File: src/rtl/cdc_pkg.sv
// cdc_pkg: shared defaults and helpers for the toggle-handshake crossing blocks
//   SYNC_STAGES_DEF   default depth of the ack synchroniser chain
//   TIMEOUT_DEF       default in-flight cycle limit before timeout_err pulses (0 disables)
//   timeout_cnt_width width of a counter that can hold 0..timeout (never below 1 bit)
package cdc_pkg;

    localparam int SYNC_STAGES_DEF = 2;
    localparam int TIMEOUT_DEF     = 1024;

    function automatic int timeout_cnt_width(input int timeout);
        return (timeout > 0) ? $clog2(timeout + 1) : 1;
    endfunction

endpackage

File: src/rtl/cdc_ack_sync.sv
// cdc_ack_sync: multi-flop synchroniser for the asynchronous ack toggle, cleared by rst
//   clk  in   source clock
//   rst  in   synchronous reset, active high; loads DEF into every stage
//   d    in   asynchronous level (ack_tgl from the destination domain)
//   q    out  d after STAGES flops in the clk domain
module cdc_ack_sync
    import cdc_pkg::*;
#(
    parameter int STAGES = SYNC_STAGES_DEF,
    parameter bit DEF    = 1'b0
) (
    input  logic clk,
    input  logic rst,
    input  logic d,
    output logic q
);

    logic [STAGES-1:0] chain;

    // The chain is cleared together with the toggle register so a reset never
    // leaves a stale ack level that would look like a completion afterwards.
    always_ff @(posedge clk) begin
        if (rst) chain <= {STAGES{DEF}};
        else     chain <= {chain[STAGES-2:0], d};
    end

    assign q = chain[STAGES-1];

endmodule

File: src/rtl/cdc_toggle_tx.sv
// cdc_toggle_tx: transmit end of a toggle-handshake bus crossing with a 1-deep pending slot
//   clk          in   source clock
//   rst          in   synchronous reset, active high
//   in_valid     in   upstream word valid
//   in_data      in   upstream word
//   in_ready     out  pending slot free; a transfer happens on in_valid & in_ready
//   tx_req       out  request toggle to the destination (registered)
//   tx_data      out  launched word, stable from the tx_req toggle until its ack
//   ack_tgl      in   ack toggle from the destination (asynchronous)
//   busy         out  a word is in flight
//   done         out  one-cycle pulse when the in-flight word is acknowledged
//   timeout_err  out  one-cycle pulse, at most once per word, after TIMEOUT cycles in flight
module cdc_toggle_tx
    import cdc_pkg::*;
#(
    parameter int WIDTH       = 8,
    parameter int SYNC_STAGES = SYNC_STAGES_DEF,
    parameter int TIMEOUT     = TIMEOUT_DEF
) (
    input  logic             clk,
    input  logic             rst,
    input  logic             in_valid,
    input  logic [WIDTH-1:0] in_data,
    output logic             in_ready,
    output logic             tx_req,
    output logic [WIDTH-1:0] tx_data,
    input  logic             ack_tgl,
    output logic             busy,
    output logic             done,
    output logic             timeout_err
);

    localparam int            CW     = timeout_cnt_width(TIMEOUT);
    localparam logic [CW-1:0] T_MAX  = CW'(TIMEOUT);
    localparam logic [CW-1:0] T_LAST = CW'((TIMEOUT > 0) ? TIMEOUT - 1 : 0);

    logic             ack_s;
    logic             pend_valid;
    logic [WIDTH-1:0] pend_data;
    logic [WIDTH-1:0] next_data;
    logic [CW-1:0]    to_cnt;
    logic             accept;
    logic             complete;
    logic             launch;

    cdc_ack_sync #(
        .STAGES (SYNC_STAGES),
        .DEF    (1'b0)
    ) u_ack_sync (
        .clk (clk),
        .rst (rst),
        .d   (ack_tgl),
        .q   (ack_s)
    );

    assign in_ready = !rst && !pend_valid;
    assign accept   = in_valid && in_ready;

    // busy is the registered WAIT state; completion is the first edge at which the
    // synchronised ack has caught up with the toggle we sent.
    assign complete = busy && (ack_s == tx_req);

    // Launch straight from the input when idle, or at completion from the pending
    // slot (or from the input when the slot is empty) so there is no idle gap.
    assign launch    = (!busy && accept) || (complete && (pend_valid || accept));
    assign next_data = pend_valid ? pend_data : in_data;

    always_ff @(posedge clk) begin
        if (rst) begin
            tx_req      <= 1'b0;
            tx_data     <= '0;
            pend_valid  <= 1'b0;
            pend_data   <= '0;
            busy        <= 1'b0;
            done        <= 1'b0;
            timeout_err <= 1'b0;
            to_cnt      <= '0;
        end else begin
            done        <= complete;
            busy        <= launch || (busy && !complete);
            pend_valid  <= !launch && (pend_valid || accept);
            pend_data   <= (accept && !launch) ? in_data : pend_data;
            tx_data     <= launch ? next_data : tx_data;
            tx_req      <= launch ? !tx_req : tx_req;
            // Saturating counter: reaching the limit reports once, the transfer keeps waiting.
            to_cnt      <= launch ? '0 : (busy && to_cnt != T_MAX) ? to_cnt + 1'b1 : to_cnt;
            timeout_err <= (TIMEOUT > 0) && busy && !launch && (to_cnt == T_LAST);
        end
    end

endmodule

File: config.mk
export PLATFORM = sky130hd
export DESIGN_NAME = cdc_toggle_tx
export DESIGN_NICKNAME = d
export VERILOG_FILES = /design/src/rtl/cdc_pkg.sv /design/src/rtl/cdc_ack_sync.sv /design/src/rtl/cdc_toggle_tx.sv
export SDC_FILE = /design/constraint.sdc
export NUM_CORES = 1
export LEC_CHECK = 0
export BUFFER_PORTS_ARGS = -buffer_cell sky130_fd_sc_hd__buf_2
export CAP_MARGIN = 20
export CELL_PAD_IN_SITES_DETAIL_PLACEMENT = 1
export CELL_PAD_IN_SITES_GLOBAL_PLACEMENT = 2
export CORE_MARGIN = 1.5
export CORE_UTILIZATION = 33
export CTS_CLUSTER_SIZE = 12
export DETAILED_ROUTE_END_ITERATION = 12
export GPL_TIMING_DRIVEN = 0
export PLACE_DENSITY = 0.73
export SLEW_MARGIN = 20
export SYNTH_ARGS = -nofsm -noshare
export SYNTH_HDL_FRONTEND = slang
export SYNTH_HIERARCHICAL = 1
export SYNTH_SLANG_ARGS = --single-unit
export TNS_END_PERCENT = 1
File: constraint.sdc
create_clock -name clk -period 1.95 [get_ports clk]
set_clock_uncertainty 0.05 [all_clocks]
set_input_delay 0.195 -clock clk [delete_from_list [all_inputs] [get_ports clk]]
set_output_delay 0.195 -clock clk [all_outputs]
set_load 0.01 [all_outputs]
==> impl_metrics.csv <==
group,metric,value,unit
status,status,"completed",
synthesis,async_flop_share,0,%
floorplan,pin_count,25,
critical_path,worstPathArrival,1.80,ns
layout,diodes,0,
global_routing,grt_pass1_vias,1264,
layout,stdcell_area,1780,sq um
placement,hpwlAfterDp,2.46,mm
floorplan,rows,23,
route,wire_per_inst,14.1,um
synthesis,syn_inst,155,
critical_path,reg2reg_from,"busy",
synthesis,synth-seq-area-share,46.7,%
synthesis,ys_types,32,
critical_path,cp-endpoint,"tx_data[2]",
synthesis,avgSynthCellArea,9.40,sq um
cts,cts_hold_buf,0,
placement,place.port_buffers,24,
cts,post_cts_buffers,0,
floorplan,die_area,4820,sq um
route,viasPerCell,4.99,
route,ant_nets,0,
critical_path,cp.required,2.10,ns
cts,worstSkewPairLatency,0.28,ns
global_routing,grt_pass1_wl,5.96,mm
timing,worstMarginPinSlew,0.653,ns
timing,slew_headroom,55.2,%
critical_path,crit_path_start_kind,"flop",
critical_path,cp-end-kind,"flop",
global_routing,grt.total_usage,15.7,%
layout,area_delta_synth_final,22.0,%
floorplan,core-area,4120,sq um
placement,gp_congestion,0.742,
route,first_pass_iters,3,
route,num_vias,1183,
cts,clockBufferDepth,2,
floorplan,die_h,69.5,um
timing,finalSetupViolations,0,
hold_path,hold_class,"in -> reg",
synthesis,synth_top_area_share,46.7,%
power_and_ir_drop,leakage,0.757,nW
placement,dpl-instance-area,1640,sq um
cts,cts_tree,"yes",
timing,timing.fmax,0.607,GHz
critical_path,crit_fanout,8,
synthesis,ys.flop_type,"dfxtp_1",
synthesis,synth_edf_count,0,
global_routing,grt_overflow,0,
cts,cts_buffers,5,
critical_path,regToRegSetupSlack,0.30,ns
timing,period_share,84.5,%
route,wl,3.35,mm
global_routing,grt_max_degree,13,
synthesis,yosysWarnings,6,
layout,fin_nets,200,
cts,clk_transition_reported_paths,0.07,ns
floorplan,die_x,69.5,um
power_and_ir_drop,vdd_drop_max,0.421,mV
cts,cts_sinks,34,
power_and_ir_drop,power,1.73,mW
global_routing,antenna_found_initial,0,
route,drt_iter0_markers,41,
cts,cts_root_buf,"clkbuf_8",
timing,finalCriticalPeriod,1.65,ns
cts,cts_max_level,2,
critical_path,startpoint,"busy",
synthesis,ys_ff_latch,34,
timing,setup_tns,0,ns
critical_path,path_class,"reg -> reg",
timing,hold_viol,0,
layout,drive_above_1_share,20.3,%
critical_path,rr_endpoint,"tx_data[2]",
layout,mostFrequentLayoutCell,"dfxtp_1",
synthesis,synth_area_leaders,"dfxtp_1 47%, mux2i_1 13%, nor2_1 6.4%",
job,drv_cap,0,
synthesis,synth.largest_area_cell,"dfxtp_1",
floorplan,initial_core_util,35.4,%
route,drc_errors,0,
critical_path,reg2regPathDepth,4,
timing,rsz0062_at_grt,"false",
synthesis,synth_nets,169,
power_and_ir_drop,powerDensity,971,nW/um^2
layout,final_util,43.2,%
cts,postCtsResizedCells,0,
layout,mostFrequentLayoutCells,"34 x dfxtp_1, 28 x buf_2, 25 x nor2_1, 19 x mux2i_1, 11 x a21oi_1",
synthesis,synth_area,1460,sq um
layout,fillerInstances,496,
timing,slew_violations,0,
hold_path,hold_depth,2,
[area by class of cell]
| class | instances | area (sq um) | share of cell area [%] |
|---|---|---|---|
| multi-input cells | 109 | 727 | 40.9 |
| flip-flops and latches | 34 | 681 | 38.3 |
| repair buffers | 24 | 120 | 6.76 |
| clock buffers | 5 | 68.8 | 3.87 |
| clock inverters | 3 | 68.8 | 3.87 |
| well taps | 50 | 62.6 | 3.52 |
| plain buffers | 8 | 35.0 | 1.97 |
| inverters | 4 | 15.0 | 0.844 |
[cell usage after synthesis (2+ instances only)]
cell and number:
a211oi_1 8, a21oi_1 11, and3_1 2, buf_2 4, clkbuf_1 4, dfxtp_1 34
ha_1 2, inv_1 4, mux2i_1 19, nand2_1 4, nand3_1 2, nand4_1 3
nor2_1 25, nor2b_1 4, nor3_1 2, nor4_1 2, o21ai_0 2, xnor2_1 4
xor2_1 6
[where the power goes]
part           total, mW  internal (mW)  switching [mW]  leakage (nW)
Combinational      0.199         0.0824           0.117         0.412
Sequential         0.745          0.726          0.0188         0.277
Clock              0.783          0.512           0.271        0.0683
Total               1.73           1.32           0.406         0.757
[worst min-delay path by stage]
stage / startpoint / end / slack, ns
floorplan: rst / u_ack_sync/chain[0] / 0.22
CTS: ack_tgl / u_ack_sync/chain[0] / 0.08
finish: ack_tgl / u_ack_sync/chain[0] / 0.09
detailed placement: u_ack_sync/chain[0] / u_ack_sync/chain[1] / 0.38
global placement: ack_tgl / u_ack_sync/chain[0] / 0.36
global route: ack_tgl / u_ack_sync/chain[0] / 0.09
[worst max-delay path, stage by stage (launching register included)]
cell	delay, ns
dfxtp_1	0.34
buf_2	0.20
mux2i_1	0.60
a21oi_1	0.14
a211oi_1	0.24
[registers in the layout (all words and copies together), names as in the netlist]
register	count
busy	1
done	1
pend_data	8
pend_valid	1
timeout_err	1
to_cnt	11
tx_data	8
tx_req	1
u_ack_sync/chain	2
[logic make-up after synthesis]
kind of cell             share of synthesized area (%)
AND/OR/NAND/NOR                                   17.6
flip-flops                                        46.7
AO/OA/AOI/OAI                                     10.5
multiplexers                                      14.1
buffers and inverters                             3.43
XOR/XNOR                                          6.01
adder cells (fa/ha/maj)                           1.72
[per-layer routing]
| metal | routed length, um | share of wire [%] | up-vias | global-route usage [%] |
|---|---|---|---|---|
| met3 | 139 | 4.2 | 6 | 5.38 |
| met5 | 0 | 0 | - | 0 |
| met2 | 1630 | 49 | 20 | 26.4 |
| met4 | 51 | 1.5 | 0 | 5.88 |
| met1 | 1520 | 45 | 557 | 18.5 |
| li1 | - | - | 600 | - |
[per-stage QoR]
stage               cells  hold WS [ns]  worst slack (ns)
global placement      229         0.363             0.318
global route          237        0.0901            0.0633
finish                237        0.0885             0.302
CTS                   237        0.0850             0.262
detailed placement    229         0.377             0.254
floorplan             155         0.217             0.495
(Power assumes the default switching activity.)
